$ cat src/rtl/pipeline_hazard_ctrl_pkg.sv
// Shared types for the hazard controller: opcodes, forwarding selects,
// FSM states, the in-flight slot record and the ID decode helper.
package hazard_pkg;

  localparam int RW = 4;
  localparam int OW = 4;

  localparam logic [OW-1:0] OP_AND = 4'b0000;
  localparam logic [OW-1:0] OP_OR  = 4'b0001;
  localparam logic [OW-1:0] OP_ADD = 4'b0010;
  localparam logic [OW-1:0] OP_SUB = 4'b0110;
  localparam logic [OW-1:0] OP_SLT = 4'b0111;
  localparam logic [OW-1:0] OP_LW  = 4'b1000;
  localparam logic [OW-1:0] OP_SW  = 4'b1010;
  localparam logic [OW-1:0] OP_BNE = 4'b1110;
  localparam logic [OW-1:0] OP_JMP = 4'b1111;

  localparam logic [1:0] FWD_RF    = 2'b00;
  localparam logic [1:0] FWD_EXMEM = 2'b10;
  localparam logic [1:0] FWD_MEMWB = 2'b01;

  typedef enum logic [1:0] {
    ST_RUN,
    ST_STALL,
    ST_FLUSH
  } state_e;

  typedef struct packed {
    logic          valid;
    logic          regwrite;
    logic          memread;
    logic [RW-1:0] dest;
    logic [RW-1:0] rs;
    logic [RW-1:0] rt;
  } slot_t;

  // Unused sources are stored as R0 so they can never match a writer.
  function automatic slot_t decode_id(
    input logic          v,
    input logic [OW-1:0] op,
    input logic [RW-1:0] rs,
    input logic [RW-1:0] rt,
    input logic [RW-1:0] rd
  );
    slot_t s;
    logic  rtype;
    logic  lw;
    logic  use_rs;
    logic  use_rt;
    rtype  = (op == OP_ADD) | (op == OP_SUB) | (op == OP_AND)
           | (op == OP_OR)  | (op == OP_SLT);
    lw     = (op == OP_LW);
    use_rt = rtype | (op == OP_SW) | (op == OP_BNE);
    use_rs = use_rt | lw;
    s          = '0;
    s.valid    = v;
    s.regwrite = v & (rtype | lw);
    s.memread  = v & lw;
    s.dest     = s.regwrite ? (lw ? rt : rd) : '0;
    s.rs       = (v & use_rs) ? rs : '0;
    s.rt       = (v & use_rt) ? rt : '0;
    return s;
  endfunction

  function automatic logic writes(input slot_t w, input logic [RW-1:0] r);
    return w.valid & w.regwrite & (w.dest != '0) & (w.dest == r);
  endfunction

endpackage

$ cat src/rtl/pipeline_hazard_ctrl_if.sv
// ID-side inputs and pipeline control outputs of the hazard controller.
interface pipeline_hazard_ctrl_if #(
  parameter int REG_W = 4,
  parameter int OP_W  = 4,
  parameter int CNT_W = 16
);
  logic             id_valid;
  logic [OP_W-1:0]  id_opcode;
  logic [REG_W-1:0] id_rs;
  logic [REG_W-1:0] id_rt;
  logic [REG_W-1:0] id_rd;
  logic             ex_branch_taken;
  logic             pc_write;
  logic             ifid_write;
  logic             ifid_flush;
  logic             idex_bubble;
  logic [1:0]       fwd_a;
  logic [1:0]       fwd_b;
  logic [CNT_W-1:0] stall_cycles;

  modport master (
    output id_valid, id_opcode, id_rs, id_rt, id_rd, ex_branch_taken,
    input  pc_write, ifid_write, ifid_flush, idex_bubble,
    input  fwd_a, fwd_b, stall_cycles
  );

  modport slave (
    input  id_valid, id_opcode, id_rs, id_rt, id_rd, ex_branch_taken,
    output pc_write, ifid_write, ifid_flush, idex_bubble,
    output fwd_a, fwd_b, stall_cycles
  );
endinterface

$ cat src/rtl/pipeline_hazard_ctrl_tracker.sv
// Three-slot in-flight tracker (ID/EX, EX/MEM, MEM/WB) with bubble
// insertion and per-slot source match outputs.
module pipe_slot_tracker
  import hazard_pkg::*;
(
  input  logic  clock,
  input  logic  reset,
  input  slot_t id_i,
  input  logic  bubble_i,
  output logic  hit_ex_o,
  output logic  hit_mem_o,
  output logic  ex_memread_o,
  output logic  rs_mem_o,
  output logic  rs_wb_o,
  output logic  rt_mem_o,
  output logic  rt_wb_o
);

  slot_t ex_q, mem_q, wb_q;
  slot_t ex_d;
  logic  unused_wb;

  assign ex_d = bubble_i ? '0 : id_i;

  always_ff @(posedge clock or posedge reset) begin
    if (reset) begin
      ex_q  <= '0;
      mem_q <= '0;
      wb_q  <= '0;
    end else begin
      ex_q  <= ex_d;
      mem_q <= ex_q;
      wb_q  <= mem_q;
    end
  end

  assign hit_ex_o  = writes(ex_q, id_i.rs)  | writes(ex_q, id_i.rt);
  assign hit_mem_o = writes(mem_q, id_i.rs) | writes(mem_q, id_i.rt);
  assign ex_memread_o = ex_q.memread;

  assign rs_mem_o = writes(mem_q, ex_q.rs);
  assign rs_wb_o  = writes(wb_q, ex_q.rs);
  assign rt_mem_o = writes(mem_q, ex_q.rt);
  assign rt_wb_o  = writes(wb_q, ex_q.rt);

  assign unused_wb = ^{wb_q.memread, wb_q.rs, wb_q.rt};

endmodule

$ cat src/rtl/pipeline_hazard_ctrl.sv
// Stall/flush sequencer and EX forwarding selects for the 16-bit core.
// Define HAZARD_FWD_EN to build with operand forwarding.
module pipeline_hazard_ctrl
  import hazard_pkg::*;
#(
  parameter int REG_W = 4,
  parameter int OP_W  = 4,
  parameter int CNT_W = 16
) (
  input logic clock,
  input logic reset,
  pipeline_hazard_ctrl_if.slave hz
);

  state_e     state_q, state_d;
  logic [CNT_W-1:0] cnt_q;
  slot_t      id_slot;
  logic       id_jmp;
  logic       hit_ex, hit_mem, ex_memread;
  logic       rs_mem, rs_wb, rt_mem, rt_wb;
  logic       hazard, kill, live, stall, jflush, cnt_evt;
  logic       unused_sel;

  assign id_slot = decode_id(hz.id_valid, hz.id_opcode,
                             hz.id_rs, hz.id_rt, hz.id_rd);
  assign id_jmp  = hz.id_valid & (hz.id_opcode == OP_JMP);

  pipe_slot_tracker u_trk (
    .clock        (clock),
    .reset        (reset),
    .id_i         (id_slot),
    .bubble_i     (hz.idex_bubble),
    .hit_ex_o     (hit_ex),
    .hit_mem_o    (hit_mem),
    .ex_memread_o (ex_memread),
    .rs_mem_o     (rs_mem),
    .rs_wb_o      (rs_wb),
    .rt_mem_o     (rt_mem),
    .rt_wb_o      (rt_wb)
  );

`ifdef HAZARD_FWD_EN
  assign hazard   = hit_ex & ex_memread;
  assign hz.fwd_a = rs_mem ? FWD_EXMEM : rs_wb ? FWD_MEMWB : FWD_RF;
  assign hz.fwd_b = rt_mem ? FWD_EXMEM : rt_wb ? FWD_MEMWB : FWD_RF;
  assign unused_sel = hit_mem;
`else
  // MEM/WB writes the register file before ID reads it.
  assign hazard   = hit_ex | hit_mem;
  assign hz.fwd_a = FWD_RF;
  assign hz.fwd_b = FWD_RF;
  assign unused_sel = ^{ex_memread, rs_mem, rs_wb, rt_mem, rt_wb};
`endif

  always_comb begin
    kill   = hz.ex_branch_taken;
    live   = (state_q != ST_FLUSH);
    stall  = ~kill & live & hazard;
    jflush = ~kill & ~stall & live & id_jmp;
    if (state_q == ST_FLUSH) state_d = ST_RUN;
    else if (kill)           state_d = ST_FLUSH;
    else if (stall)          state_d = ST_STALL;
    else if (jflush)         state_d = ST_FLUSH;
    else                     state_d = ST_RUN;
  end

  assign hz.pc_write    = ~stall;
  assign hz.ifid_write  = ~stall;
  assign hz.ifid_flush  = kill | jflush;
  assign hz.idex_bubble = kill | stall;
  assign hz.stall_cycles = cnt_q;
  assign cnt_evt = stall | kill | jflush;

  always_ff @(posedge clock or posedge reset) begin
    if (reset) begin
      state_q <= ST_RUN;
      cnt_q   <= '0;
    end else begin
      state_q <= state_d;
      if (cnt_evt && cnt_q != '1)
        cnt_q <= cnt_q + CNT_W'(1);
    end
  end

endmodule

$ cat src/flat_wrapper.sv
// flat-port wrapper written by rule: the top's interface ports become plain ports
module pipeline_hazard_ctrl_flat import hazard_pkg::*;
#(
  parameter int REG_W = 4,
  parameter int OP_W  = 4,
  parameter int CNT_W = 16
)
  (clock, reset, hz_id_valid, hz_id_opcode, hz_id_rs, hz_id_rt, hz_id_rd, hz_ex_branch_taken, hz_pc_write, hz_ifid_write, hz_ifid_flush, hz_idex_bubble, hz_fwd_a, hz_fwd_b, hz_stall_cycles);
  pipeline_hazard_ctrl_if #(.REG_W(REG_W), .OP_W(OP_W), .CNT_W(CNT_W)) hz_i ();
  input logic clock;
  input logic reset;
  input wire logic [$bits(hz_i.id_valid)-1:0] hz_id_valid;
  input wire logic [$bits(hz_i.id_opcode)-1:0] hz_id_opcode;
  input wire logic [$bits(hz_i.id_rs)-1:0] hz_id_rs;
  input wire logic [$bits(hz_i.id_rt)-1:0] hz_id_rt;
  input wire logic [$bits(hz_i.id_rd)-1:0] hz_id_rd;
  input wire logic [$bits(hz_i.ex_branch_taken)-1:0] hz_ex_branch_taken;
  output wire logic [$bits(hz_i.pc_write)-1:0] hz_pc_write;
  output wire logic [$bits(hz_i.ifid_write)-1:0] hz_ifid_write;
  output wire logic [$bits(hz_i.ifid_flush)-1:0] hz_ifid_flush;
  output wire logic [$bits(hz_i.idex_bubble)-1:0] hz_idex_bubble;
  output wire logic [$bits(hz_i.fwd_a)-1:0] hz_fwd_a;
  output wire logic [$bits(hz_i.fwd_b)-1:0] hz_fwd_b;
  output wire logic [$bits(hz_i.stall_cycles)-1:0] hz_stall_cycles;
  assign hz_i.id_valid = hz_id_valid;
  assign hz_i.id_opcode = hz_id_opcode;
  assign hz_i.id_rs = hz_id_rs;
  assign hz_i.id_rt = hz_id_rt;
  assign hz_i.id_rd = hz_id_rd;
  assign hz_i.ex_branch_taken = hz_ex_branch_taken;
  assign hz_pc_write = hz_i.pc_write;
  assign hz_ifid_write = hz_i.ifid_write;
  assign hz_ifid_flush = hz_i.ifid_flush;
  assign hz_idex_bubble = hz_i.idex_bubble;
  assign hz_fwd_a = hz_i.fwd_a;
  assign hz_fwd_b = hz_i.fwd_b;
  assign hz_stall_cycles = hz_i.stall_cycles;
  pipeline_hazard_ctrl #(.REG_W(REG_W), .OP_W(OP_W), .CNT_W(CNT_W)) u_core (.clock(clock), .reset(reset), .hz(hz_i));
endmodule
$ cat config.mk
export PLATFORM = sky130hd
export DESIGN_NAME = pipeline_hazard_ctrl_flat
export DESIGN_NICKNAME = d
export VERILOG_FILES = /design/src/rtl/pipeline_hazard_ctrl_pkg.sv /design/src/rtl/pipeline_hazard_ctrl_if.sv /design/src/rtl/pipeline_hazard_ctrl_tracker.sv /design/src/rtl/pipeline_hazard_ctrl.sv /design/src/flat_wrapper.sv
export SDC_FILE = /design/constraint.sdc
export NUM_CORES = 1
export LEC_CHECK = 0
export CAP_MARGIN = 15
export CORE_ASPECT_RATIO = 2
export CORE_MARGIN = 3
export CORE_UTILIZATION = 41
export CTS_BUF_LIST = sky130_fd_sc_hd__clkbuf_2 sky130_fd_sc_hd__clkbuf_4 sky130_fd_sc_hd__clkbuf_8
export CTS_CLUSTER_SIZE = 8
export DETAILED_ROUTE_END_ITERATION = 7
export HOLD_SLACK_MARGIN = 0.15
export PLACE_DENSITY = 0.67
export SLEW_MARGIN = 20
export SYNTH_ARGS = -nofsm -noshare
export SYNTH_HDL_FRONTEND = slang
export SYNTH_SLANG_ARGS = --single-unit
export TNS_END_PERCENT = 50
$ cat constraint.sdc
create_clock -name clock -period 7.3 [get_ports clock]
set_clock_uncertainty 0.15 [all_clocks]
set_input_delay 1.825 -clock clock [delete_from_list [all_inputs] [get_ports clock]]
set_output_delay 1.825 -clock clock [all_outputs]
set_load 0.005 [all_outputs]
==> flow_metrics.py <==
metrics = {
    "synth": {
        "synth_cell_types": 48,
        "yosys_warnings": 0,
        "avgSynthCellArea_um2": 8.25,
        "yosys.area_share.simple_pct": 27.4,
        "synth-xor-area-share_pct": 5.61,
        "synthAdderAreaFrac_pct": 0.616,
        "synth_ff_type": "dfrtp_1",
        "synth_compound_area_share_pct": 19.0,
        "synthMuxAreaShare_pct": 4.19,
        "synth_area_leader_cell": "dfrtp_1",
        "syn-instance-count": 246,
        "ys_seq_area_share_pct": 37.0,
        "yosys-top-cells-area": "dfrtp_1 (37%), nand2_1 (5.4%), xor2_1 (5.2%), nand3_1 (4.9%), o21ai_0 (3.7%)",
        "synth_top_cell_area_share_pct": 37.0,
        "async_flop_share_pct": 100,
        "synth-edff-count": 0,
        "synth_top_family_by_area": "simple AND/OR/NAND/NOR gates",
        "netlist_area_um2": 2030,
        "yosys_register_bits": 30,
    },
    "detailed_routing": {
        "vias": 1952,
        "firstDrtPassIters": 4,
        "avgViaCountPerCell": 5.78,
        "wl_um": 5750,
        "dr.first_iter.drc_count": 94,
        "drc": 0,
        "postRouteAntennaNets": 0,
        "wire_per_inst_um": 17.0,
    },
    "power": {
        "combPwrFrac_pct": 37.6,
        "worst_ir_drop_vdd_v": 0.000238,
        "p_seq_share_pct": 39.8,
        "power.switching_mw": 0.219,
        "p_int_mw": 0.407,
        "sw_frac_of_total_pct": 35.0,
        "leakagePower_nw": 1.02,
        "clockPowerShare_pct": 22.6,
        "cellPowerDensity_nw_per_um2": 247,
    },
    "sta": {
        "tightest_slew_ns": 0.554,
        "rsz0062_at_grt": "false",
        "max_freq_ghz": 0.158,
        "fin_tns_setup_ns": 0,
        "hold_ws_ns": 0.230,
        "hold_viol": 0,
        "worst_slack_ns": 0.955,
        "fin_crit_sh_pct": 86.9,
        "min_period_ns": 6.34,
        "slew_viol_final": 0,
        "relSlewSlack_pct": 62.9,
        "setup_violations": 0,
    },
    "critical_path": {
        "critPathBufInv": 2,
        "cp-end-kind": "output pin",
        "required_ns": 5.33,
        "crit_arrival_ns": 4.37,
        "cp_slowest_stage_delay_ns": 0.56,
        "crit_path_frequent_cell": "clkdlybuf4s50_1",
        "critPathSlowestCell": "clkdlybuf4s50_1",
        "crit_fanout": 8,
        "criticalPathCategory": "in -> out",
        "cp_cell_sequence": "clkdlybuf4s50_1 -> nor2b_1 -> o21ai_0 -> nand3_1 -> a22oi_1 -> o21a_1 -> or3_1 -> clkdlybuf4s50_1",
        "crit_family": "buffers and inverters",
        "startpoint_type": "input port",
    },
    "cells_and_area": {
        "design_area_um2": 2530,
        "n_antenna_cell": 0,
        "final_nets": 303,
        "area_delta_synth_final_pct": 24.8,
        "layout_commonest_cell": "clkdlybuf4s50_1",
        "final_cell_mix": "clkdlybuf4s50_1 (39), dfrtp_1 (30), nand2_1 (29)",
        "drive_above_1_share_pct": 6.36,
    },
    "placed_design": {
        "gp_congestion": 0.848,
        "hpwl_um": 4340,
        "placed_area_um2": 2440,
        "pre_cts_slack_ns": 0.986,
        "io_buffers": 39,
    },
    "worst_hold_path": {
        "hp-class": "reg -> reg",
    },
    "global_route": {
        "grt_remaining_overflow": 0,
        "grt_pass1_vias": 1999,
        "busiest_layer": "met2",
        "grt_use_met2_pct": 37.5,
        "grt_max_degree": 31,
        "use_met1_pct": 20.4,
        "met3_usage_pct": 2.45,
        "grt_pass1_wl_um": 9400,
        "antenna_found_initial": 0,
        "grtUsageTotal_pct": 20.0,
    },
    "clock_network": {
        "cts_setup_buffers": 0,
        "ctsRootBufferMaster": "clkbuf_8",
        "cts.sinks": 30,
        "cts_tree": "done",
        "clockBufferDepth": 2,
        "cts_hold_buf": 0,
        "clkTransAtPathRegs_ns": 0.06,
        "ctsHtreeMaxLevel": 2,
        "cts_buffers": 5,
        "worstSkewPairLatency_ns": 0.28,
        "cts_resized": 0,
    },
    "run_status": {
        "status": "completed",
    },
    "floorplan": {
        "io_pins": 44,
        "die_h_um": 106,
        "rows": 35,
        "start_util_pct": 43.3,
        "die_x_um": 55.8,
        "core_um2": 4690,
        "die_area_um2": 5880,
    },
    "flow_run": {
        "maxCapViolations": 0,
    },
}
[power by group through the flow]
stage / sequential [mW] / clock [mW] / combinational [mW]
2_1_floorplan: 0.238 / 0 / 0.138
3_3_place_gp: 0.250 / 0 / 0.232
3_5_place_dp: 0.251 / 0 / 0.233
4_1_cts: 0.249 / 0.145 / 0.237
5_1_grt: 0.256 / 0.150 / 0.261
6_report: 0.249 / 0.141 / 0.235
[logic make-up (layout without fill, tap and decap cells)]
family                   after synthesis  after routing
flip-flops                            30             30
buffers and inverters                 24             58
other                                  1              4
multiplexers                           8              8
AO/OA/AOI/OAI                         60             60
adder cells (fa/ha/maj)                1              1
XOR/XNOR                              13             13
AND/OR/NAND/NOR                      109            109
[worst paths after layout]
path	startpoint	endpoint	slack, ns	cells past startpoint
setup / recovery	hz_id_opcode[1]	hz_idex_bubble	0.96	8
hold / removal	u_core.u_trk.ex_q[13]	u_core.u_trk.mem_q[13]	0.23	0
setup reg to reg	u_core.u_trk.ex_q[11]	u_core.hz.stall_cycles[1]	4.79	8
hold reg to reg	u_core.u_trk.ex_q[13]	u_core.u_trk.mem_q[13]	0.23	0
max in group asynchronous	reset	u_core.u_trk.mem_q[14]	4.93	3
min in group asynchronous	reset	u_core.u_trk.mem_q[11]	1.78	3
[layer usage]
| layer | routed length, um | up-vias |
|---|---|---|
| met4 | 233 | 0 |
| met2 | 3220 | 67 |
| met5 | 0 | - |
| met3 | 207 | 16 |
| li1 | - | 960 |
| met1 | 2080 | 909 |
[state kept, by name, indices dropped and copies added (netlist names)]
register / count
u_core.hz.stall_cycles: 16
u_core.state_q: 2
u_core.u_trk.ex_q: 6
u_core.u_trk.mem_q: 6
[layout make-up]
class | instances | area [um^2]
Clock inverter | 1 | 5.00
Multi-Input combinational cell | 195 | 1170
Tap cell | 55 | 68.8
Sequential cell | 30 | 751
Inverter | 6 | 22.5
Fill cell | 446 | 2150
Clock buffer | 7 | 90.1
Timing Repair Buffer | 44 | 428
[per-stage QoR]
step | instances | power [mW] | util [%]
2_1_floorplan | 249 | 0.376 | -
3_3_place_gp | 330 | 0.482 | 52.1
3_5_place_dp | 330 | 0.484 | 52.1
4_1_cts | 338 | 0.630 | 54.1
5_1_grt | 338 | 0.667 | 54.1
6_report | 338 | 0.626 | 54.1
[worst register-to-register path, cell delays in order, from the launching register on]
cell and delay, ns:
dfrtp_1 0.50, xor2_1 0.21, o22ai_1 0.24, nand3_1 0.11
a22oi_1 0.21, o21ai_1 0.09, buf_4 0.21, a31oi_2 0.31
mux2_2 0.37
[synth_stat cells, drive strengths merged, types with 5 or more instances]
cell and instances:
nor3 9, nor2 15, a21oi 5, xor2 12
o21ai 21, nand2 29, nand3b 8, dfrtp 30
o22ai 8, clkbuf 8, nand4 8, buf 10
inv 5, nand3 20
No activity file was read; power rests on OpenSTA's default activity.
